===== config.mk =====
export PLATFORM = sky130hd
export DESIGN_NAME = sat_monitor
export DESIGN_NICKNAME = d
export VERILOG_FILES = /design/src/rtl/sat_pkg.sv /design/src/rtl/sat_counter.sv /design/src/rtl/sat_monitor.sv
export SDC_FILE = /design/constraint.sdc
export NUM_CORES = 1
export LEC_CHECK = 0
export ABC_CLOCK_PERIOD_IN_PS = 3300
export CAP_MARGIN = 30
export CORE_UTILIZATION = 43
export CTS_CLUSTER_SIZE = 40
export DETAILED_ROUTE_END_ITERATION = 6
export GPL_ROUTABILITY_DRIVEN = 0
export PLACE_DENSITY = 0.67
export SLEW_MARGIN = 40
export SYNTH_ARGS = -nofsm -noshare
export SYNTH_HDL_FRONTEND = slang
export SYNTH_SLANG_ARGS = --single-unit

===== constraint.sdc =====
create_clock -name clk -period 3.3 [get_ports clk]
set_clock_uncertainty 0.15 [all_clocks]
set_input_delay 0.495 -clock clk [delete_from_list [all_inputs] [get_ports clk]]
set_output_delay 0.495 -clock clk [all_outputs]
set_load 0.01 [all_outputs]

===== src/rtl/sat_pkg.sv =====
// Shared definitions for the saturation filter / monitor family: FSM state
// encoding and the legal window for the alarm run length.
package sat_pkg;

   typedef enum logic [1:0] {
      ST_IDLE  = 2'd0,
      ST_OK    = 2'd1,
      ST_SAT   = 2'd2,
      ST_ALARM = 2'd3
   } sat_state_t;

   localparam int ALARM_LEN_MIN = 1;
   localparam int ALARM_LEN_MAX = 15;
   localparam int RUN_W         = 4;

   // Out-of-range run lengths are pulled back into the window the run counter can hold.
   function automatic int clamp_alarm_len(input int n);
      if (n < ALARM_LEN_MIN) return ALARM_LEN_MIN;
      if (n > ALARM_LEN_MAX) return ALARM_LEN_MAX;
      return n;
   endfunction

endpackage


===== src/rtl/sat_counter.sv =====
// Saturating up-counter with enable and synchronous clear; holds at all-ones.
module sat_counter #(
   parameter int WIDTH = 8
) (
   input  logic             clk,
   input  logic             rst_n,
   input  logic             i_clr,
   input  logic             i_en,
   output logic [WIDTH-1:0] o_cnt
);

   logic [WIDTH-1:0] r_cnt;

   always_ff @(posedge clk or negedge rst_n) begin
      if (!rst_n) begin
         r_cnt <= '0;
      end else if (i_clr) begin
         r_cnt <= '0;
      end else if (i_en && (r_cnt != {WIDTH{1'b1}})) begin
         r_cnt <= r_cnt + WIDTH'(1);
      end
   end

   assign o_cnt = r_cnt;

endmodule


===== src/rtl/sat_monitor.sv =====
// Watches the saturation filter output: sustained-overflow alarm with
// hysteresis, sample/overflow statistics, peak hold and protocol checking.
//
// state    | meaning
// ---------+-------------------------------------------------------------
// ST_IDLE  | nothing accepted since reset/clear
// ST_OK    | last accepted sample was clean, no alarm
// ST_SAT   | overflow run in progress, r_run = run length so far
// ST_ALARM | alarm raised, r_run = consecutive clean samples seen
module sat_monitor
   import sat_pkg::*;
#(
   parameter int DATA_W    = 4,
   parameter int THRESHOLD = 8,
   parameter int ALARM_LEN = 3,
   parameter int CNT_W     = 8
) (
   input  logic              clk,
   input  logic              rst_n,
   input  logic              clr,
   input  logic              in_valid,
   input  logic [DATA_W-1:0] in_data,
   input  logic              in_ovf,
   output logic              alarm,
   output logic [CNT_W-1:0]  sample_cnt,
   output logic [CNT_W-1:0]  ovf_cnt,
   output logic [DATA_W-1:0] peak,
   output logic              proto_err
);

   localparam int                ALEN   = clamp_alarm_len(ALARM_LEN);
   localparam logic [RUN_W-1:0]  ALEN_R = RUN_W'(ALEN);
   localparam logic [DATA_W-1:0] THR    = DATA_W'(THRESHOLD);

   sat_state_t        r_state;
   sat_state_t        w_state_nxt;
   logic [RUN_W-1:0]  r_run;
   logic [RUN_W-1:0]  w_run_nxt;
   logic [RUN_W-1:0]  w_run_inc;
   logic              r_alarm;
   logic [DATA_W-1:0] r_peak;
   logic              r_perr;
   logic              w_accept;
   logic              w_viol;

   assign w_accept  = in_valid && !clr;
   assign w_run_inc = r_run + RUN_W'(1);

   // Overflow samples must sit exactly at threshold; idle cycles must be quiet.
   assign w_viol = in_valid ? (in_ovf ? (in_data != THR) : (in_data > THR))
                            : ((in_data != '0) || in_ovf);

   always_comb begin
      w_state_nxt = r_state;
      w_run_nxt   = r_run;
      if (w_accept) begin
         case (r_state)
            ST_IDLE, ST_OK: begin
               if (in_ovf) begin
                  if (ALEN == 1) begin
                     w_state_nxt = ST_ALARM;
                     w_run_nxt   = '0;
                  end else begin
                     w_state_nxt = ST_SAT;
                     w_run_nxt   = RUN_W'(1);
                  end
               end else begin
                  w_state_nxt = ST_OK;
                  w_run_nxt   = '0;
               end
            end
            ST_SAT: begin
               if (in_ovf) begin
                  if (w_run_inc == ALEN_R) begin
                     w_state_nxt = ST_ALARM;
                     w_run_nxt   = '0;
                  end else begin
                     w_run_nxt   = w_run_inc;
                  end
               end else begin
                  w_state_nxt = ST_OK;
                  w_run_nxt   = '0;
               end
            end
            ST_ALARM: begin
               if (in_ovf) begin
                  w_run_nxt = '0;
               end else if (w_run_inc == ALEN_R) begin
                  w_state_nxt = ST_OK;
                  w_run_nxt   = '0;
               end else begin
                  w_run_nxt   = w_run_inc;
               end
            end
            default: begin
               w_state_nxt = ST_IDLE;
               w_run_nxt   = '0;
            end
         endcase
      end
   end

   always_ff @(posedge clk or negedge rst_n) begin
      if (!rst_n) begin
         r_state <= ST_IDLE;
         r_run   <= '0;
         r_alarm <= 1'b0;
         r_peak  <= '0;
         r_perr  <= 1'b0;
      end else if (clr) begin
         r_state <= ST_IDLE;
         r_run   <= '0;
         r_alarm <= 1'b0;
         r_peak  <= '0;
         r_perr  <= 1'b0;
      end else begin
         r_state <= w_state_nxt;
         r_run   <= w_run_nxt;
         r_alarm <= (w_state_nxt == ST_ALARM);
         if (w_accept && (in_data > r_peak)) r_peak <= in_data;
         if (w_viol) r_perr <= 1'b1;
      end
   end

   sat_counter #(.WIDTH(CNT_W)) u_sample_cnt (
      .clk   (clk),
      .rst_n (rst_n),
      .i_clr (clr),
      .i_en  (w_accept),
      .o_cnt (sample_cnt)
   );

   sat_counter #(.WIDTH(CNT_W)) u_ovf_cnt (
      .clk   (clk),
      .rst_n (rst_n),
      .i_clr (clr),
      .i_en  (w_accept && in_ovf),
      .o_cnt (ovf_cnt)
   );

   assign alarm     = r_alarm;
   assign peak      = r_peak;
   assign proto_err = r_perr;

endmodule


### Yosys cells after proc, flatten, opt, wreduce, memory -nomap -nowiden

Index checks and enable logic that the tools add are counted.

* register bits after elaboration: 28
* input bits: 9
* output and inout bits: 22
* logic and storage cells: 61

* $add $sub $neg: 3
* $lt $le $gt $ge: 2
* equality and inequality tests: 8
* muxes and demuxes: 26
* reduce and logical (&&, ||, !) cells: 15

Operator list (count)
* $mux W8: 4
* $mux W4: 7
* $add A8 B1 Y8 const B: 2
* $ne A8 B8 Y1 const B: 2
* $mux W2: 7
* $pmux W4 S3: 1
* $reduce_bool A2 Y1: 5
* $eq A2 B2 Y1 const B: 3
* $mux W1: 6
* $pmux W2 S3: 1
* $logic_and A1 B1 Y1: 5
* $add A4 B1 Y4 const B: 1
* $eq A4 B2 Y1 const B: 1
* $gt A4 B4 Y1: 1
* $gt A4 B4 Y1 const B: 1
* $ne A4 B4 Y1 const B: 1
* $reduce_bool A4 Y1: 1
* $eq A2 B1 Y1 const B: 1
* $logic_not A2 Y1: 1
* $reduce_or A2 Y1: 1
* $logic_not A1 Y1: 1
* $logic_or A1 B1 Y1: 1

### Depth between registers and ports, before layout

Gate-level depths: netlist of run 1.

* depth after elaboration: 8
* gate-level depth with buffers: 6
* mapped depth without buffers: 6

### Hierarchy

From an unflattened synthesis of run 1, not the netlist that was laid out.

* cell total of the unflattened synthesis: 179
* area, all modules: 1692.9 um^2

Modules (own cells, without submodules)
* sat_counter: times used 2, cells each 49, area each 464.2 um^2, seq. area each 200.2 um^2
* sat_monitor: times used 1, cells each 81, area each 764.5 um^2, seq. area each 300.3 um^2

### Worst setup path before layout of run 1

OpenSTA, ideal clock, no wires.

* kind: reg2reg
* start: register r_run[0]
* end: register r_alarm, in the netlist alarm
* library setup time: 0.120 ns
* data arrival time: 1.599 ns
* data required time: 3.030 ns
* slack: 1.430 ns
* stages on the path, launching flop included: 6
* path buffers: 0
* period minus slack after synthesis: 1.870 ns
* path through: dfrtp_1 -> ha_1 -> or4b_1 -> o31ai_2 -> a21oi_1 -> a41o_1

* cells in the longest elaborated chain, start to end: 8
* elaborated cells between the ends (all ways): 10
* those cells by class: add/sub (1); eq/ne (2); mux (7)

RTL lines
* from (decl): line sat_monitor.sv:37 `logic [RUN_W-1:0] r_run;`
* from (signal assigned): line sat_monitor.sv:118 `r_run <= w_run_nxt;`
* $add A4 B1 Y4 *: line sat_monitor.sv:47 `assign w_run_inc = r_run + RUN_W'(1);`
* $eq A4 B2 Y1 *: line sat_monitor.sv:74, sat_monitor.sv:88
* $mux W2 (on tied branches): line sat_monitor.sv:88, sat_monitor.sv:74
* $mux W2 (on tied branches): line sat_monitor.sv:86, sat_monitor.sv:73
* $pmux W2 S3 *: line sat_monitor.sv:57 `case (r_state)`
* $mux W2 *: line sat_monitor.sv:56 `if (w_accept) begin`
* $eq A2 B2 Y1 *: line sat_monitor.sv:119 `r_alarm <= (w_state_nxt == ST_ALARM);`
* $mux W1 *: line sat_monitor.sv:110 `end else if (clr) begin`
* to (signal assigned): line sat_monitor.sv:119
* to (decl): line sat_monitor.sv:40 `logic r_alarm;`

Mark *: on every way between the ends. The rest lies on a longest branch, timed or not.
A chain may end at the register's enable or synchronous reset.

### Final worst setup path of run 1

* start: register u_sample_cnt.r_cnt[0], in the netlist u_sample_cnt.o_cnt[0]
* end: register u_sample_cnt.r_cnt[5], in the netlist u_sample_cnt.o_cnt[5]

* cells in the longest elaborated chain, start to end: 3
* elaborated cells between the ends (all ways): 6
* those cells by class: add/sub (1); eq/ne (1); mux (2); reduce/logical (2)

RTL lines
* from (decl): line sat_counter.sv:12 `logic [WIDTH-1:0] r_cnt;`
* from (signal assigned): line sat_counter.sv:20 `r_cnt <= r_cnt + WIDTH'(1);`
* $add A8 B1 Y8 or $ne A8 B8 Y1 (tied branches): line sat_counter.sv:20, sat_counter.sv:19
* $mux W8 or $logic_and A1 B1 Y1 (tied branches): line sat_counter.sv:19 `end else if (i_en && (r_cnt != {WIDTH{1'b1}})) begin`
* $mux W8 or $reduce_bool A2 Y1 (tied branches)

Parallel ways exist; a longest one is shown, timed or not. The select of a mux whose other input is x is not followed.

==> flow_metrics.env, run 1 <==
export IMPL_io_buffers=30
export IMPL_clockRootBuffer="clkbuf_8"
export IMPL_final_common_cell="clkdlybuf4s50_1"
export IMPL_crit_type="flop to flop"
export IMPL_r2r_end="u_sample_cnt.o_cnt[5]"
export IMPL_rows=21
export IMPL_clockBufferDepth=2
export IMPL_drv_slew=0
export IMPL_drv_cap=0
export IMPL_worstRegToRegCells=5
export IMPL_critical_path_max_stage_delay_ps=640
export IMPL_htree_levels=1
export IMPL_max_slew_margin_pct=50.3
export IMPL_antenna_found_initial=0
export IMPL_drt_wl_total_microns=3430
export IMPL_cp_startpoint="u_sample_cnt.o_cnt[0]"
export IMPL_ant_nets=0
export IMPL_syn_inst=164
export IMPL_path_clk_slew_ps=90
export IMPL_syn_area_sq_mm=0.00159
export IMPL_power_density_mw_per_mm2=340
export IMPL_dr_pass1_iters=4
export IMPL_min_period_ps=2330
export IMPL_grt_first_pass_wirelength_microns=6040
export IMPL_fmax_ghz=0.430
export IMPL_clock_sinks=28
export IMPL_crit_buf_inv=0
export IMPL_synth_edff_count=0
export IMPL_hold_viol=0
export IMPL_tightest_slew_ps=741
export IMPL_crit_arrival_ps=2340
export IMPL_viasPerCell=5.71
export IMPL_use_met3_pct=2.55
export IMPL_critPathRequiredTime_ps=3310
export IMPL_start_util_pct=46.1
export IMPL_layout_nets=214
export IMPL_vdd_drop_max_uv=148
export IMPL_path_depth=5
export IMPL_antenna_cells=0
export IMPL_final_layout_size_suffix_gt1_share_pct=5.10
export IMPL_cp_slowest_cell="o21ai_1"
export IMPL_die_w_microns=62.8
export IMPL_coreArea_sq_mm=0.00344
export IMPL_cts_tree="yes"
export IMPL_cts_buffers=3
export IMPL_layout_common_cells="30 x clkdlybuf4s50_1, 28 x dfrtp_1, 11 x inv_1, 11 x nand3_1, 10 x nand2_1"
export IMPL_gr_usage_met2_pct=33.6
export IMPL_startpoint_type="flop"
export IMPL_setup_viol=0
export IMPL_cellLeakagePower_uw=0.000871
export IMPL_die_height_microns=62.8
export IMPL_crit_end="u_sample_cnt.o_cnt[5]"
export IMPL_syn_nets=181
export IMPL_cpLargestDelayFamily="compound AO/OA/AOI/OAI gates"
export IMPL_pin_count=31
export IMPL_grt_max_degree=29
export IMPL_power_uw=680
export IMPL_ys_warn_count=0
export IMPL_dr_first_iter_drc_count=45
export IMPL_rsz0062_at_grt="no"
export IMPL_syn2layout_area_growth_pct=26.1
export IMPL_holdCritPathClass="flop to flop"
export IMPL_met1_usage_pct=23.5
export IMPL_final_cell_area_sq_mm=0.00200
export IMPL_ctsHoldBuffers=0
export IMPL_top_usage_layer="met2"
export IMPL_fin_util_pct=58.2
export IMPL_cts_resized=0
export IMPL_fp_dieArea_sq_mm=0.00394
export IMPL_first_global_vias=1385
export IMPL_hp_start="proto_err"
export IMPL_detail_route_wl_per_cell_microns=14.2
export IMPL_grt_usage_pct=18.9
export IMPL_dpl_cell_area_sq_mm=0.00195
export IMPL_status="finished clean"
export IMPL_async_flop_share_pct=100
export IMPL_timing_setup_tns_ps=0
export IMPL_end_kind="flop"
export IMPL_place_hpwl_microns=2580
export IMPL_holdWs_ps=374
export IMPL_path_cells="ha_1 > nand3_1 > o21ai_1 > mux2_2 > a21o_1"
export IMPL_avgSynthCellArea_sq_um=9.68
export IMPL_r2r_start="u_sample_cnt.o_cnt[0]"
export IMPL_synth_seq_area_share_pct=44.1
export IMPL_vias=1382
export IMPL_cts_setup_buffers=0
export IMPL_synth_flop_cell="dfrtp_1"
export IMPL_remaining_drc_errors=0
export IMPL_clock_latency_ps=260
export IMPL_reg2reg_slack_ps=970
export IMPL_globalRouteOverflowTotal=0
export IMPL_synth_cell_types=45
export IMPL_ys_seq_elements=28
export IMPL_finalCritPeriodShare_pct=70.5
export IMPL_crit_path_max_fanout=12
==> per-layer routing <==
layer  part of all wire, %  up-vias
met5                     0        -
met4                   1.1        0
met3                   2.8        4
met2                    48       27
met1                    48      673
li1                      -      678
==> synth_stat cells, types with 2 or more instances <==
library cell | count | area, sq um
xnor2_1 | 3 | 26.3
nand2_1 | 10 | 37.5
a41oi_1 | 2 | 17.5
and3b_1 | 2 | 17.5
o22ai_1 | 2 | 12.5
mux2_2 | 2 | 22.5
mux2i_1 | 3 | 30.0
o31ai_1 | 5 | 37.5
clkbuf_1 | 2 | 7.51
o41ai_1 | 3 | 26.3
nor2_1 | 9 | 33.8
nor4_1 | 3 | 18.8
a31oi_1 | 2 | 12.5
ha_1 | 8 | 100
nand3_1 | 11 | 55.1
xor2_1 | 4 | 35.0
a21oi_1 | 8 | 40.0
nand2b_1 | 2 | 12.5
a311oi_1 | 2 | 17.5
nor3b_1 | 3 | 22.5
dfrtp_1 | 28 | 701
a21o_1 | 3 | 22.5
and3_1 | 2 | 12.5
nand4_1 | 3 | 18.8
o211ai_1 | 4 | 30.0
inv_1 | 11 | 41.3
o21ai_1 | 2 | 10.0
o21ai_0 | 6 | 30.0
nor3_1 | 2 | 10.0
buf_2 | 2 | 10.0
==> registers in the layout (all words and copies together) (netlist names) <==
name / flops
u_ovf_cnt.o_cnt: 8
u_sample_cnt.o_cnt: 8
peak: 4
r_run: 4
r_state: 2
alarm: 1
proto_err: 1
==> final cells by class <==
type / instances / area, sq um
clock buffers: 4 / 55.1
inverters: 11 / 41.3
flip-flops and latches: 28 / 701
well taps: 46 / 57.6
fillers: 317 / 1440
repair buffers: 33 / 323
multi-input cells: 120 / 825
==> worst register-to-register path, stage by stage (launching register included) <==
cell,delay [ps]
dfrtp_1,430
ha_1,250
nand3_1,180
o21ai_1,640
mux2_2,410
a21o_1,170
==> worst min-delay path by stage <==
stage	end	slack [ps]	cells past startpoint
3_5_place_dp	proto_err	370	2
4_1_cts	proto_err	380	2
5_1_grt	proto_err	400	2
2_1_floorplan	alarm	50	0
6_report	proto_err	370	2
3_3_place_gp	proto_err	360	2
==> kinds of logic after synthesis <==
logic type | count (synthesis) | synth area share [%]
xor+xnor | 7 | 3.86
buf+inv | 16 | 3.94
simple gates | 54 | 18.4
mux | 5 | 3.31
compound gates | 46 | 20.0
flops | 28 | 44.1
fa+ha+maj | 8 | 6.30
==> where the power goes <==
part	switching (uW)	leakage, uW	internal, uW
registers	12.3	0.000383	355
clock network	95.7	0.0000288	106
logic	59.2	0.000460	51.7
total	167	0.000871	513
==> stage by stage <==
step                      setup slack [ps]  instances
final                                  973        242
after global placement                 846        238
after CTS                              983        242
after detailed placement               767        238
after floorplan                       1430        164
after global routing                   777        242
(Power assumes the default switching activity.)
==> run 2: changes to the inputs <==
--- a/config.mk
+++ b/config.mk
@@ -5,13 +5,13 @@
 export SDC_FILE = /design/constraint.sdc
 export NUM_CORES = 1
 export LEC_CHECK = 0
-export ABC_CLOCK_PERIOD_IN_PS = 3300
+export ABC_CLOCK_PERIOD_IN_PS = 2100
 export CAP_MARGIN = 30
 export CORE_UTILIZATION = 43
 export CTS_CLUSTER_SIZE = 40
 export DETAILED_ROUTE_END_ITERATION = 6
 export GPL_ROUTABILITY_DRIVEN = 0
-export PLACE_DENSITY = 0.67
+export PLACE_DENSITY = 0.7
 export SLEW_MARGIN = 40
 export SYNTH_ARGS = -nofsm -noshare
 export SYNTH_HDL_FRONTEND = slang
==> constraint.sdc (replaced) <==
create_clock -name clk -period 2.1 [get_ports clk]
set_clock_uncertainty 0.15 [all_clocks]
set_input_delay 0.315 -clock clk [delete_from_list [all_inputs] [get_ports clk]]
set_output_delay 0.315 -clock clk [all_outputs]
set_load 0.01 [all_outputs]
==> flow_metrics.env, run 2 (same netlist as run 1, synthesis figures left out) <==
export IMPL_end_kind="flop"
export IMPL_final_common_cell="clkdlybuf4s50_1"
export IMPL_drv_slew=0
export IMPL_clock_latency_ps=270
export IMPL_crit_path_max_fanout=4
export IMPL_critical_path_max_stage_delay_ps=450
export IMPL_holdCritPathClass="primary input to asynchronous set/reset pin"
export IMPL_fp_dieArea_sq_mm=0.00394
export IMPL_final_cell_area_sq_mm=0.00207
export IMPL_crit_arrival_ps=1940
export IMPL_layout_common_cells="30 x clkdlybuf4s50_1, 28 x dfrtp_1, 14 x buf_4, 11 x inv_1, 11 x nand3_1"
export IMPL_max_slew_margin_pct=75.3
export IMPL_antenna_found_initial=0
export IMPL_pin_count=31
export IMPL_dr_first_iter_drc_count=45
export IMPL_startpoint_type="primary input"
export IMPL_clock_sinks=28
export IMPL_setup_viol=0
export IMPL_power_uw=1060
export IMPL_dpl_cell_area_sq_mm=0.00203
export IMPL_antenna_cells=0
export IMPL_syn2layout_area_growth_pct=30.7
export IMPL_timing_setup_tns_ps=0
export IMPL_start_util_pct=46.1
export IMPL_status="finished clean"
export IMPL_tightest_slew_ps=368
export IMPL_vias=1484
export IMPL_viasPerCell=5.89
export IMPL_power_density_mw_per_mm2=510
export IMPL_grt_usage_pct=22.0
export IMPL_detail_route_wl_per_cell_microns=15.2
export IMPL_cellLeakagePower_uw=0.000919
export IMPL_fmax_ghz=0.521
export IMPL_cts_setup_buffers=0
export IMPL_io_buffers=30
export IMPL_holdWs_ps=263
export IMPL_ant_nets=0
export IMPL_min_period_ps=1920
export IMPL_cts_buffers=3
export IMPL_dr_pass1_iters=4
export IMPL_crit_type="primary input to flop"
export IMPL_layout_nets=225
export IMPL_cts_tree="yes"
export IMPL_met2_length_microns=1900
export IMPL_drv_cap=0
export IMPL_path_clk_slew_ps=90
export IMPL_rsz0062_at_grt="no"
export IMPL_highest_layer="met4"
export IMPL_grt_max_degree=29
export IMPL_clockBufferDepth=2
export IMPL_cp_slowest_cell="clkdlybuf4s50_1"
export IMPL_wl_met3_microns=184
export IMPL_critPathRequiredTime_ps=2120
export IMPL_grt_first_pass_wirelength_microns=6850
export IMPL_hold_viol=0
export IMPL_vdd_drop_max_uv=249
export IMPL_rows=21
export IMPL_die_w_microns=62.8
export IMPL_remaining_drc_errors=0
export IMPL_place_hpwl_microns=2860
export IMPL_final_layout_size_suffix_gt1_share_pct=10.2
export IMPL_first_global_vias=1535
export IMPL_clockRootBuffer="clkbuf_8"
export IMPL_drt_wl_total_microns=3840
export IMPL_globalRouteOverflowTotal=0
export IMPL_fillerInstances=308
export IMPL_stdcell_count=252
export IMPL_htree_levels=1
export IMPL_die_height_microns=62.8
export IMPL_placed_cells=249
export IMPL_coreArea_sq_mm=0.00344
export IMPL_path_cells="clkdlybuf4s50_1 > ha_1 > a21oi_1 > o22ai_1 > o21a_1 > o31ai_1"
export IMPL_finalCritPeriodShare_pct=91.4
export IMPL_drt_met1_wl_microns=1690
[run 2: repair_timing]
action                                  in CTS  in global routing
hold buffers                                 0                  0
gates resized for setup                      0                  1
endpoints found under the setup margin       0                  1
[run 2: stage by stage]
step | util [%] | worst slack, ps
CTS | 60.2 | 106
global route | 60.3 | 56.1
detailed placement | 59.0 | -104
global placement | 59.0 | 19.7
floorplan | - | 230
finish | 60.3 | 181
[run 2: area by class of cell]
cell class / instances / area [sq um] / area share [%]
clock buffers: 3 / 41.3 / 1.99
inverters: 11 / 41.3 / 1.99
multi-input cells: 120 / 828 / 39.9
flip-flops and latches: 28 / 701 / 33.8
well taps: 46 / 57.6 / 2.77
repair buffers: 44 / 405 / 19.5
[run 2: path summary, 6_finish.rpt]
path | from | endpoint | slack [ps] | cells past startpoint
worst max-delay path | in_data[2] | peak[1] | 180 | 6
worst min-delay path | rst_n | r_state[0] | 260 | 2
worst max register to register | r_run[1] | alarm | 200 | 5
worst min register to register | proto_err | proto_err | 400 | 2
max in group asynchronous | rst_n | u_sample_cnt.o_cnt[1] | 1260 | 2
min in group clk | proto_err | proto_err | 400 | 2
[run 2: where the power goes]
| part | switching, uW | internal (uW) | leakage, uW |
|---|---|---|---|
| clock | 155 | 128 | 0.0000216 |
| sequential | 17.6 | 558 | 0.000383 |
| combinational | 104 | 95.3 | 0.000514 |
| total | 276 | 782 | 0.000919 |
[run 2: critical path, delay by kind of cell]
family | cells | cell delay (ps)
adder cells (fa/ha/maj) | 1 | 350
buffers and inverters | 1 | 450
AO/OA/AOI/OAI | 4 | 820
[run 2: layer usage]
metal | vias up | GRT usage (%)
li1 | 700 | -
met1 | 736 | 26.5
met5 | - | 0
met3 | 6 | 4.20
met2 | 42 | 37.1
met4 | 0 | 11.3
